[config.mk]
export PLATFORM = sky130hd
export DESIGN_NAME = if_id_stage_flat
export DESIGN_NICKNAME = d
export VERILOG_FILES = /design/src/rtl/if_id_if.sv /design/src/rtl/if_id_stage.sv /design/src/flat_wrapper.sv
export SDC_FILE = /design/constraint.sdc
export NUM_CORES = 2
export LEC_CHECK = 0
export CORE_MARGIN = 4
export CORE_UTILIZATION = 35
export DETAILED_ROUTE_END_ITERATION = 8
export GPL_TIMING_DRIVEN = 0
export MAX_ROUTING_LAYER = met4
export PLACE_DENSITY_LB_ADDON = 0.15
export SLEW_MARGIN = 20
export SYNTH_ARGS = -nofsm -noshare
export SYNTH_HDL_FRONTEND = slang
export SYNTH_SLANG_ARGS = --single-unit
[constraint.sdc]
create_clock -name clk -period 3.1 [get_ports clk]
set_clock_uncertainty 0.15 [all_clocks]
set_input_delay 0.31 -clock clk [delete_from_list [all_inputs] [get_ports clk]]
set_output_delay 0.31 -clock clk [all_outputs]
set_load 0.03 [all_outputs]
[src/rtl/if_id_if.sv]
// Fetch-to-decode bundle: fetch outputs, EX/WB feedback, and the decoded ID-stage view.
interface if_id_if #(
  parameter int PC_WIDTH = 32
);
  logic [31:0]         ir_in;
  logic [PC_WIDTH-1:0] pc_in;
  logic                flush;
  logic                ex_mem_read;
  logic [4:0]          ex_rt;
  logic                wb_we;
  logic [4:0]          wb_addr;
  logic [31:0]         wb_data;

  logic                pc_en;
  logic                id_valid;
  logic [31:0]         id_ir;
  logic [PC_WIDTH-1:0] id_pc;
  logic [5:0]          opcode;
  logic [4:0]          rs;
  logic [4:0]          rt;
  logic [4:0]          rd;
  logic [5:0]          funct;
  logic [31:0]         imm_sext;
  logic [31:0]         rs_data;
  logic [31:0]         rt_data;
  logic                id_ex_bubble;

  modport master (
    output ir_in, pc_in, flush, ex_mem_read, ex_rt, wb_we, wb_addr, wb_data,
    input  pc_en, id_valid, id_ir, id_pc, opcode, rs, rt, rd, funct,
           imm_sext, rs_data, rt_data, id_ex_bubble
  );

  modport slave (
    input  ir_in, pc_in, flush, ex_mem_read, ex_rt, wb_we, wb_addr, wb_data,
    output pc_en, id_valid, id_ir, id_pc, opcode, rs, rt, rd, funct,
           imm_sext, rs_data, rt_data, id_ex_bubble
  );
endinterface

[src/rtl/if_id_stage.sv]
// IF/ID pipeline register with decode-side 32x32 register file and load-use hazard detection.
// Drives the fetch PC enable and requests an ID/EX bubble when the ID instruction cannot issue.
module if_id_stage #(
  parameter int          PC_WIDTH = 32,
  parameter logic [31:0] NOP_WORD = 32'h0
) (
  input logic     clk,
  input logic     rst_n,
  if_id_if.slave  bus
);

  logic [31:0]         r_ir;
  logic [PC_WIDTH-1:0] r_pc;
  logic                r_valid;
  logic [31:0]         r_regs [32];

  logic [5:0]  w_opcode;
  logic [4:0]  w_rs;
  logic [4:0]  w_rt;
  logic        w_uses_rt;
  logic        w_load_use;
  logic [31:0] w_rs_data;
  logic [31:0] w_rt_data;

  assign w_opcode = r_ir[31:26];
  assign w_rs     = r_ir[25:21];
  assign w_rt     = r_ir[20:16];

  // R-type, BEQ, BNE and SW read rt as a source; other I-types write it.
  assign w_uses_rt = (w_opcode == 6'h00) || (w_opcode == 6'h04) ||
                     (w_opcode == 6'h05) || (w_opcode == 6'h2B);

  assign w_load_use = bus.ex_mem_read && r_valid && (bus.ex_rt != 5'd0) &&
                      ((bus.ex_rt == w_rs) || (w_uses_rt && (bus.ex_rt == w_rt)));

  // Pipeline register: flush beats stall beats load.
  always_ff @(posedge clk or negedge rst_n) begin
    if (!rst_n) begin
      r_ir    <= NOP_WORD;
      r_pc    <= '0;
      r_valid <= 1'b0;
    end else if (bus.flush) begin
      r_ir    <= NOP_WORD;
      r_pc    <= '0;
      r_valid <= 1'b0;
    end else if (!w_load_use) begin
      r_ir    <= bus.ir_in;
      r_pc    <= bus.pc_in;
      r_valid <= 1'b1;
    end
  end

  // NOTE: the register file is flop-based because every entry must clear on reset; a RAM macro could not.
  always_ff @(posedge clk or negedge rst_n) begin
    if (!rst_n) begin
      for (int i = 0; i < 32; i++) r_regs[i] <= '0;
    end else if (bus.wb_we && (bus.wb_addr != 5'd0)) begin
      r_regs[bus.wb_addr] <= bus.wb_data;
    end
  end

  // NOTE: the WB write is forwarded combinationally so ID sees it in the same cycle it is written.
  always_comb begin
    w_rs_data = r_regs[w_rs];
    if (w_rs == 5'd0)                                 w_rs_data = '0;
    else if (bus.wb_we && (bus.wb_addr == w_rs))      w_rs_data = bus.wb_data;
  end

  always_comb begin
    w_rt_data = r_regs[w_rt];
    if (w_rt == 5'd0)                                 w_rt_data = '0;
    else if (bus.wb_we && (bus.wb_addr == w_rt))      w_rt_data = bus.wb_data;
  end

  // A flush lets fetch redirect even while a hazard is pending.
  assign bus.pc_en        = ~(w_load_use & ~bus.flush);
  assign bus.id_ex_bubble = ~r_valid | w_load_use;

  assign bus.id_valid = r_valid;
  assign bus.id_ir    = r_ir;
  assign bus.id_pc    = r_pc;
  assign bus.opcode   = w_opcode;
  assign bus.rs       = w_rs;
  assign bus.rt       = w_rt;
  assign bus.rd       = r_ir[15:11];
  assign bus.funct    = r_ir[5:0];
  assign bus.imm_sext = {{16{r_ir[15]}}, r_ir[15:0]};
  assign bus.rs_data  = w_rs_data;
  assign bus.rt_data  = w_rt_data;

endmodule

[src/flat_wrapper.sv]
// flat-port wrapper written by rule: the top's interface ports become plain ports
module if_id_stage_flat 
#(
  parameter int          PC_WIDTH = 32,
  parameter logic [31:0] NOP_WORD = 32'h0
)
  (clk, rst_n, bus_ir_in, bus_pc_in, bus_flush, bus_ex_mem_read, bus_ex_rt, bus_wb_we, bus_wb_addr, bus_wb_data, bus_pc_en, bus_id_valid, bus_id_ir, bus_id_pc, bus_opcode, bus_rs, bus_rt, bus_rd, bus_funct, bus_imm_sext, bus_rs_data, bus_rt_data, bus_id_ex_bubble);
  if_id_if #(.PC_WIDTH(PC_WIDTH)) bus_i ();
  input logic clk;
  input logic rst_n;
  input wire logic [$bits(bus_i.ir_in)-1:0] bus_ir_in;
  input wire logic [$bits(bus_i.pc_in)-1:0] bus_pc_in;
  input wire logic [$bits(bus_i.flush)-1:0] bus_flush;
  input wire logic [$bits(bus_i.ex_mem_read)-1:0] bus_ex_mem_read;
  input wire logic [$bits(bus_i.ex_rt)-1:0] bus_ex_rt;
  input wire logic [$bits(bus_i.wb_we)-1:0] bus_wb_we;
  input wire logic [$bits(bus_i.wb_addr)-1:0] bus_wb_addr;
  input wire logic [$bits(bus_i.wb_data)-1:0] bus_wb_data;
  output wire logic [$bits(bus_i.pc_en)-1:0] bus_pc_en;
  output wire logic [$bits(bus_i.id_valid)-1:0] bus_id_valid;
  output wire logic [$bits(bus_i.id_ir)-1:0] bus_id_ir;
  output wire logic [$bits(bus_i.id_pc)-1:0] bus_id_pc;
  output wire logic [$bits(bus_i.opcode)-1:0] bus_opcode;
  output wire logic [$bits(bus_i.rs)-1:0] bus_rs;
  output wire logic [$bits(bus_i.rt)-1:0] bus_rt;
  output wire logic [$bits(bus_i.rd)-1:0] bus_rd;
  output wire logic [$bits(bus_i.funct)-1:0] bus_funct;
  output wire logic [$bits(bus_i.imm_sext)-1:0] bus_imm_sext;
  output wire logic [$bits(bus_i.rs_data)-1:0] bus_rs_data;
  output wire logic [$bits(bus_i.rt_data)-1:0] bus_rt_data;
  output wire logic [$bits(bus_i.id_ex_bubble)-1:0] bus_id_ex_bubble;
  assign bus_i.ir_in = bus_ir_in;
  assign bus_i.pc_in = bus_pc_in;
  assign bus_i.flush = bus_flush;
  assign bus_i.ex_mem_read = bus_ex_mem_read;
  assign bus_i.ex_rt = bus_ex_rt;
  assign bus_i.wb_we = bus_wb_we;
  assign bus_i.wb_addr = bus_wb_addr;
  assign bus_i.wb_data = bus_wb_data;
  assign bus_pc_en = bus_i.pc_en;
  assign bus_id_valid = bus_i.id_valid;
  assign bus_id_ir = bus_i.id_ir;
  assign bus_id_pc = bus_i.id_pc;
  assign bus_opcode = bus_i.opcode;
  assign bus_rs = bus_i.rs;
  assign bus_rt = bus_i.rt;
  assign bus_rd = bus_i.rd;
  assign bus_funct = bus_i.funct;
  assign bus_imm_sext = bus_i.imm_sext;
  assign bus_rs_data = bus_i.rs_data;
  assign bus_rt_data = bus_i.rt_data;
  assign bus_id_ex_bubble = bus_i.id_ex_bubble;
  if_id_stage #(.PC_WIDTH(PC_WIDTH), .NOP_WORD(NOP_WORD)) u_core (.clk(clk), .rst_n(rst_n), .bus(bus_i));
endmodule
Word-level counts from Yosys, hierarchy flattened --
Cells that the tools add are included.
Storage, ports and cells: register bits 1089
Cells by class: eq/ne operators 8, order comparisons 4, bitwise operators 8, reductions and logical operators 17, muxes and demuxes 19
Operator list (number):
- $bwmux 1024 | 1
- $mux 32 | 13
- $bmux 32 s5 | 2
- $demux 32 s5 | 1
- $eq 5x5->1 | 4
- $ge 6x6->1 const B | 3
- $not 5->6 | 3
- $eq 6x3->1 const B | 2
- $logic_not 5->1 | 2
- $reduce_bool 5->1 | 2
- $logic_and 1x1->1 | 8
- $eq 6x6->1 const B | 1
- $logic_not 6->1 | 1
- $lt 6x1->1 const B | 1
- $logic_or 1x1->1 | 4
- $not 1->1 | 3
- $mux 1 | 2
- $ne 2x2->1 const B | 1
- $and 1x1->1 | 1
- $or 1x1->1 | 1

Longest topological paths before layout --
depth after elaboration 9, mapped depth 10, mapped depth without buffers 5

Worst setup path before layout --
OpenSTA, ideal clock, no wires.
kind register to output, start register u_core.r_ir[16], in the netlist u_core.bus.id_ir[16], end output bus_rt_data[30], arrival 2580 ps, setup slack 60 ps, buffers on the path 4, cell stages (with the launch flop) 9, cells stage by stage dfrtp_1 > buf_6 > buf_12 > xnor2_2 > nand4_4 > or2_4 > clkbuf_8 > buf_2 > a211oi_1
Between the ends: longest elaborated chain between the ends 6, elaborated cells between the ends (all ways) 9, those cells by class eq/ne: 1; mux: 5; bitwise: 1; reduce/logical: 2
RTL lines:
- from (decl) | RTL line if_id_stage.sv:12 | logic [31:0] r_ir;
- from (signal assigned) | RTL line if_id_stage.sv:47 | r_ir <= bus.ir_in;
- $not 5->6 (implied by the code) | RTL line if_id_stage.sv:70 | w_rt_data = r_regs[w_rt];
- $bmux 32 s5 | RTL line if_id_stage.sv:70
- $mux 32 (implied by the code) (2 in series) | RTL line if_id_stage.sv:70
- $mux 32 | RTL line if_id_stage.sv:72 | else if (bus.wb_we && (bus.wb_addr == w_rt)) w_rt_data = bus.wb_data;
- $mux 32 * | RTL line if_id_stage.sv:71 | if (w_rt == 5'd0) w_rt_data = '0;
- to (decl) | RTL line flat_wrapper.sv:30 | output wire logic [$bits(bus_i.rt_data)-1:0] bus_rt_data;
Mark *: on every way between the ends. The rest lies on a longest branch, timed or not. The select of a mux whose other input is x is not followed.

Worst setup path in the final report --
start register u_core.r_ir[16], in the netlist u_core.bus.id_ir[16], end output bus_rt_data[7]
Same word-level chain as after synthesis.

==> summary.txt <==
Placement
  – Worst slack at placement: -2657 ps
  – Routability cong.: roughly 1
  – IO Port Bufs: between 200 and 300
  – DPL Wire Length: between 200,000 and 250,000 µm

Power
  – Worst IR Drop VDD: about 0.00052 V
  – Clock power frac: 34.6%
  – Sw Pwr: between 0.01 and 0.015 W
  – Seq pwr share: 39.8%
  – Power Dens Cells: roughly 600 nW/µm²
  – P_int: 0.03270 W
  – Logic pwr share: between 20% and 30%
  – Sw frac: a little over 30%
  – Pleak: 33.08 nW

Drt
  – Routed Antenna Nets: 0
  – DR vias/cell: between 6 and 7
  – Post-DR wirelength/cell: about 44 µm
  – DR pass1 iterations: 6
  – DRT iter0 DRCs: a little over 7,000
  – Drt drc: 0
  – Drt total wl: 326,100 µm
  – Routed vias: roughly 47,000

Yosys
  – Synth Instances: slightly above 4,000
  – Async SR Flop Fraction: 100.0%
  – Post-synthesis register bit count: between 1,000 and 1,500
  – Post-synthesis cell type count: 76
  – Syn Nets: 4,235
  – Synthesized area: between 50,000 and 60,000 µm²
  – Most used DFF post-synth: dfrtp_1
  – Post-synth EDFFs: 0
  – Ys Warns: 0
  – Sequential area share after synthesis: between 40% and 50%
  – Syn Area/Cell: between 10 and 15 µm²

Setup path
  – Reg2reg setup slack: 220 ps
  – Critical Path Source: u_core.bus.id_ir[16]
  – Crit Reg-Reg Endpoint: u_core.bus.id_pc[14]
  – RR Startpoint: u_core.bus.id_ir[17]
  – Required @ worst endpoint: roughly 2600 ps
  – Worst setup SP type: flop
  – Critical Path Fanout Max: 7
  – Critical path endpoint: bus_rt_data[7]
  – Worst reg-to-reg path cell count: 10
  – CP Capture Type: primary output
  – Data arrival, critical path: ~3500 ps
  – Critical path class: reg -> out

Die
  – Die Ht: ~420 µm
  – Die Wd: roughly 420 µm
  – Core area: 167,200 µm²
  – # IOs: 301
  – Row cnt: 150
  – Initial Util: about a third
  – Die area: ~170,000 µm²

Timing
  – Final Cycle Share: 128.0%
  – RSZ-0062 raised after global routing: yes
  – Tightest Pin Transition: between 1000 and 1500 ps
  – Fmax: approximately 0.25 GHz
  – Slew Limit Headroom: approximately a quarter
  – Setup WS post-layout: -869.4 ps
  – Setup-failing EPs final: about 70
  – Fin. Hold Viols: 0
  – Count of pins over their slew limit: 0
  – Fin crit period: around 4000 ps

Clock network
  – Clock Pin Slew Worst Setup and Hold Paths: ~60 ps
  – Num CTS Buffers: around 140
  – Root Buffer: clkbuf_16
  – CTS tree: yes
  – H-Tree Depth: 4
  – Sink count of the clock tree: between 1,000 and 1,500
  – Clock tree buffer depth: 3
  – Clk Latency, worst-skew pair: approximately 780 ps

Job
  – Max cap viols: 0

Finish
  – Fraction of layout cells with a size suffix above 1: 52.98%
  – Final Core Density: roughly 47%
  – Area Growth Syn to Fin: 33.74%
  – Nets: between 5,000 and 6,000
  – Fillers: between 10,000 and 15,000

GRT
  – Overflow after GRT: 0
  – Vias in the first global route: about 46,000
  – Initial antenna violation count: 23
  – Largest net degree at the start of global routing: 140
  – Total global-route track usage: between 30% and 40%
  – First-pass GRT wire length: 423,700 µm

Outcome
  – Status: finished, violations left
  – Failing checks: setup timing

Min path
  – Hold WC Path Type: in -> reg
## per-stage QoR
step / area (µm²) / std cells / power (W) / setup TNS, ps / hold slack (ps)
floorplan: 58920 / 4124 / 0.02481 / 0 / -135.6
global placement: 64660 / 6626 / 0.02866 / - / 302.3
detailed placement: 65720 / 6668 / 0.02899 / -274330 / 101.7
CTS: 76730 / 7197 / 0.04648 / -45010 / 12.74
global route: 78770 / 7329 / 0.04851 / -45370 / 109.4
finish: 78790 / 7337 / 0.04731 / -43380 / 76.55
## layout by cell type (no fill, tap or decap), types with 24 or more instances in the layout
cell and n:
dfrtp_1 1083, mux2_2 989, mux4_2 414, buf_4 262
clkdlybuf4s50_1 231, mux2i_1 207, clkbuf_1 192, nand2_1 178
clkbuf_16 162, buf_6 137, buf_12 105, buf_16 91
buf_2 79, dlygate4sd3_1 66, clkbuf_8 58, a22oi_2 46
nor2_1 44, o22ai_1 40, buf_8 38, a22oi_1 36
a221oi_2 34, o21ai_0 31, diode_2 27, a221o_1 24
clkbuf_2 24
## worst min-delay path by stage
stage,from,to,slack (ps),cells after the start
6_report,bus_wb_we,u_core.r_regs[384],80,4
3_3_place_gp,u_core.r_regs[1006],u_core.r_regs[1006],300,1
2_1_floorplan,rst_n,u_core.bus.id_ir[0],-140,0
4_1_cts,bus_wb_we,u_core.r_regs[384],10,4
3_5_place_dp,rst_n,u_core.bus.id_pc[19],100,1
5_1_grt,bus_wb_we,u_core.r_regs[384],110,4
## worst max-delay path, stage by stage, from the launching register on
cell and delay, ps:
dfrtp_2 390, buf_12 160, buf_16 170, buf_12 140, buf_16 150, buf_16 170, buf_4 220, buf_16 170
nor2_1 60, a21oi_1 150, a21oi_1 100, o211ai_1 530, buf_4 270
## power by group through the flow
stage,clock (W),sequential (W),combinational (W)
2_1_floorplan,0,0.0183,0.00650
3_3_place_gp,0,0.0189,0.00972
3_5_place_dp,0,0.0189,0.0101
4_1_cts,0.0164,0.0187,0.0114
5_1_grt,0.0170,0.0191,0.0124
6_report,0.0164,0.0188,0.0121
## layer usage
layer / track usage [%] / vias up / share of wire [%]
met1: 45.89 / 25090 / 37
met2: 51.11 / 3583 / 41
met4: 25.51 / 0 / 8.8
li1: - / 17580 / -
met5: - / - / 0
met3: 13.51 / 1086 / 13
## cell usage after synthesis, types with 5 or more instances
library cell	instances	area share, %
dfrtp_1	1089	46
mux2_2	989	19
mux4_2	408	16
mux2i_1	225	3.8
clkbuf_1	222	1.4
nand2_1	188	1.2
buf_2	137	1.2
buf_4	90	1.1
a22oi_1	82	1.0
o22ai_1	60	0.64
nor2_1	56	0.36
o21ai_0	54	0.46
a21oi_1	46	0.39
a221oi_1	45	0.67
a221o_1	27	0.46
nor3_1	27	0.23
buf_6	26	0.50
a211oi_1	23	0.29
nor2b_1	21	0.22
a22o_1	20	0.30
o211ai_1	20	0.25
mux2_1	19	0.36
mux4_1	17	0.76
nand3_1	16	0.14
buf_1	12	0.076
nand2b_1	12	0.13
o22a_1	12	0.18
nor3b_1	11	0.14
nor4_1	11	0.12
xnor2_1	11	0.16
buf_8	10	0.25
clkbuf_8	10	0.23
o221ai_1	9	0.13
xor2_1	8	0.12
a211o_1	7	0.10
mux4_4	7	0.30
a2111oi_0	6	0.089
or3_1	6	0.064
and3_1	5	0.053
buf_12	5	0.17
dlygate4sd1_1	5	0.074
inv_1	5	0.032
nor3_2	5	0.085
o211a_1	5	0.085
o21ai_1	5	0.042
## final cells by class
class / count / area, µm² / share of cell area [%]
antenna: 27 / 67.56 / 0.08575
buffer: 508 / 5057 / 6.418
clock buffer: 217 / 4155 / 5.274
clock inverter: 30 / 316.6 / 0.4017
inverter: 5 / 18.77 / 0.02382
multi-input combinational: 2512 / 30410 / 38.59
sequential: 1089 / 27260 / 34.59
tap: 2204 / 2758 / 3.500
timing repair buffer: 745 / 8755 / 11.11
## flip-flops by register name, summed over array words and instances (netlist names)
name and flops:
u_core.r_regs 1024, u_core.bus.id_ir 32, u_core.bus.id_pc 32, u_core.bus.id_valid 1
## cells by family after synthesis
logic type             count (synthesis)  synth area share, %
AO/OA/AOI/OAI                        440                5.452
buffers and inverters                523                5.071
multiplexers                        1665                39.74
flip-flops                          1089                46.25
XOR/XNOR                              20               0.3101
AND/OR/NAND/NOR                      387                3.173
## timing repair
item | CTS | global route
pin swaps | 135 | 129
hold endpoints to repair | 495 | 0
hold buffers | 66 | 0
gates cloned | 7 | 11
setup buffers | 212 | 119
gates resized for setup | 1199 | 241
endpoints found under the setup margin | 68 | 191
(Power assumes the default switching activity.)
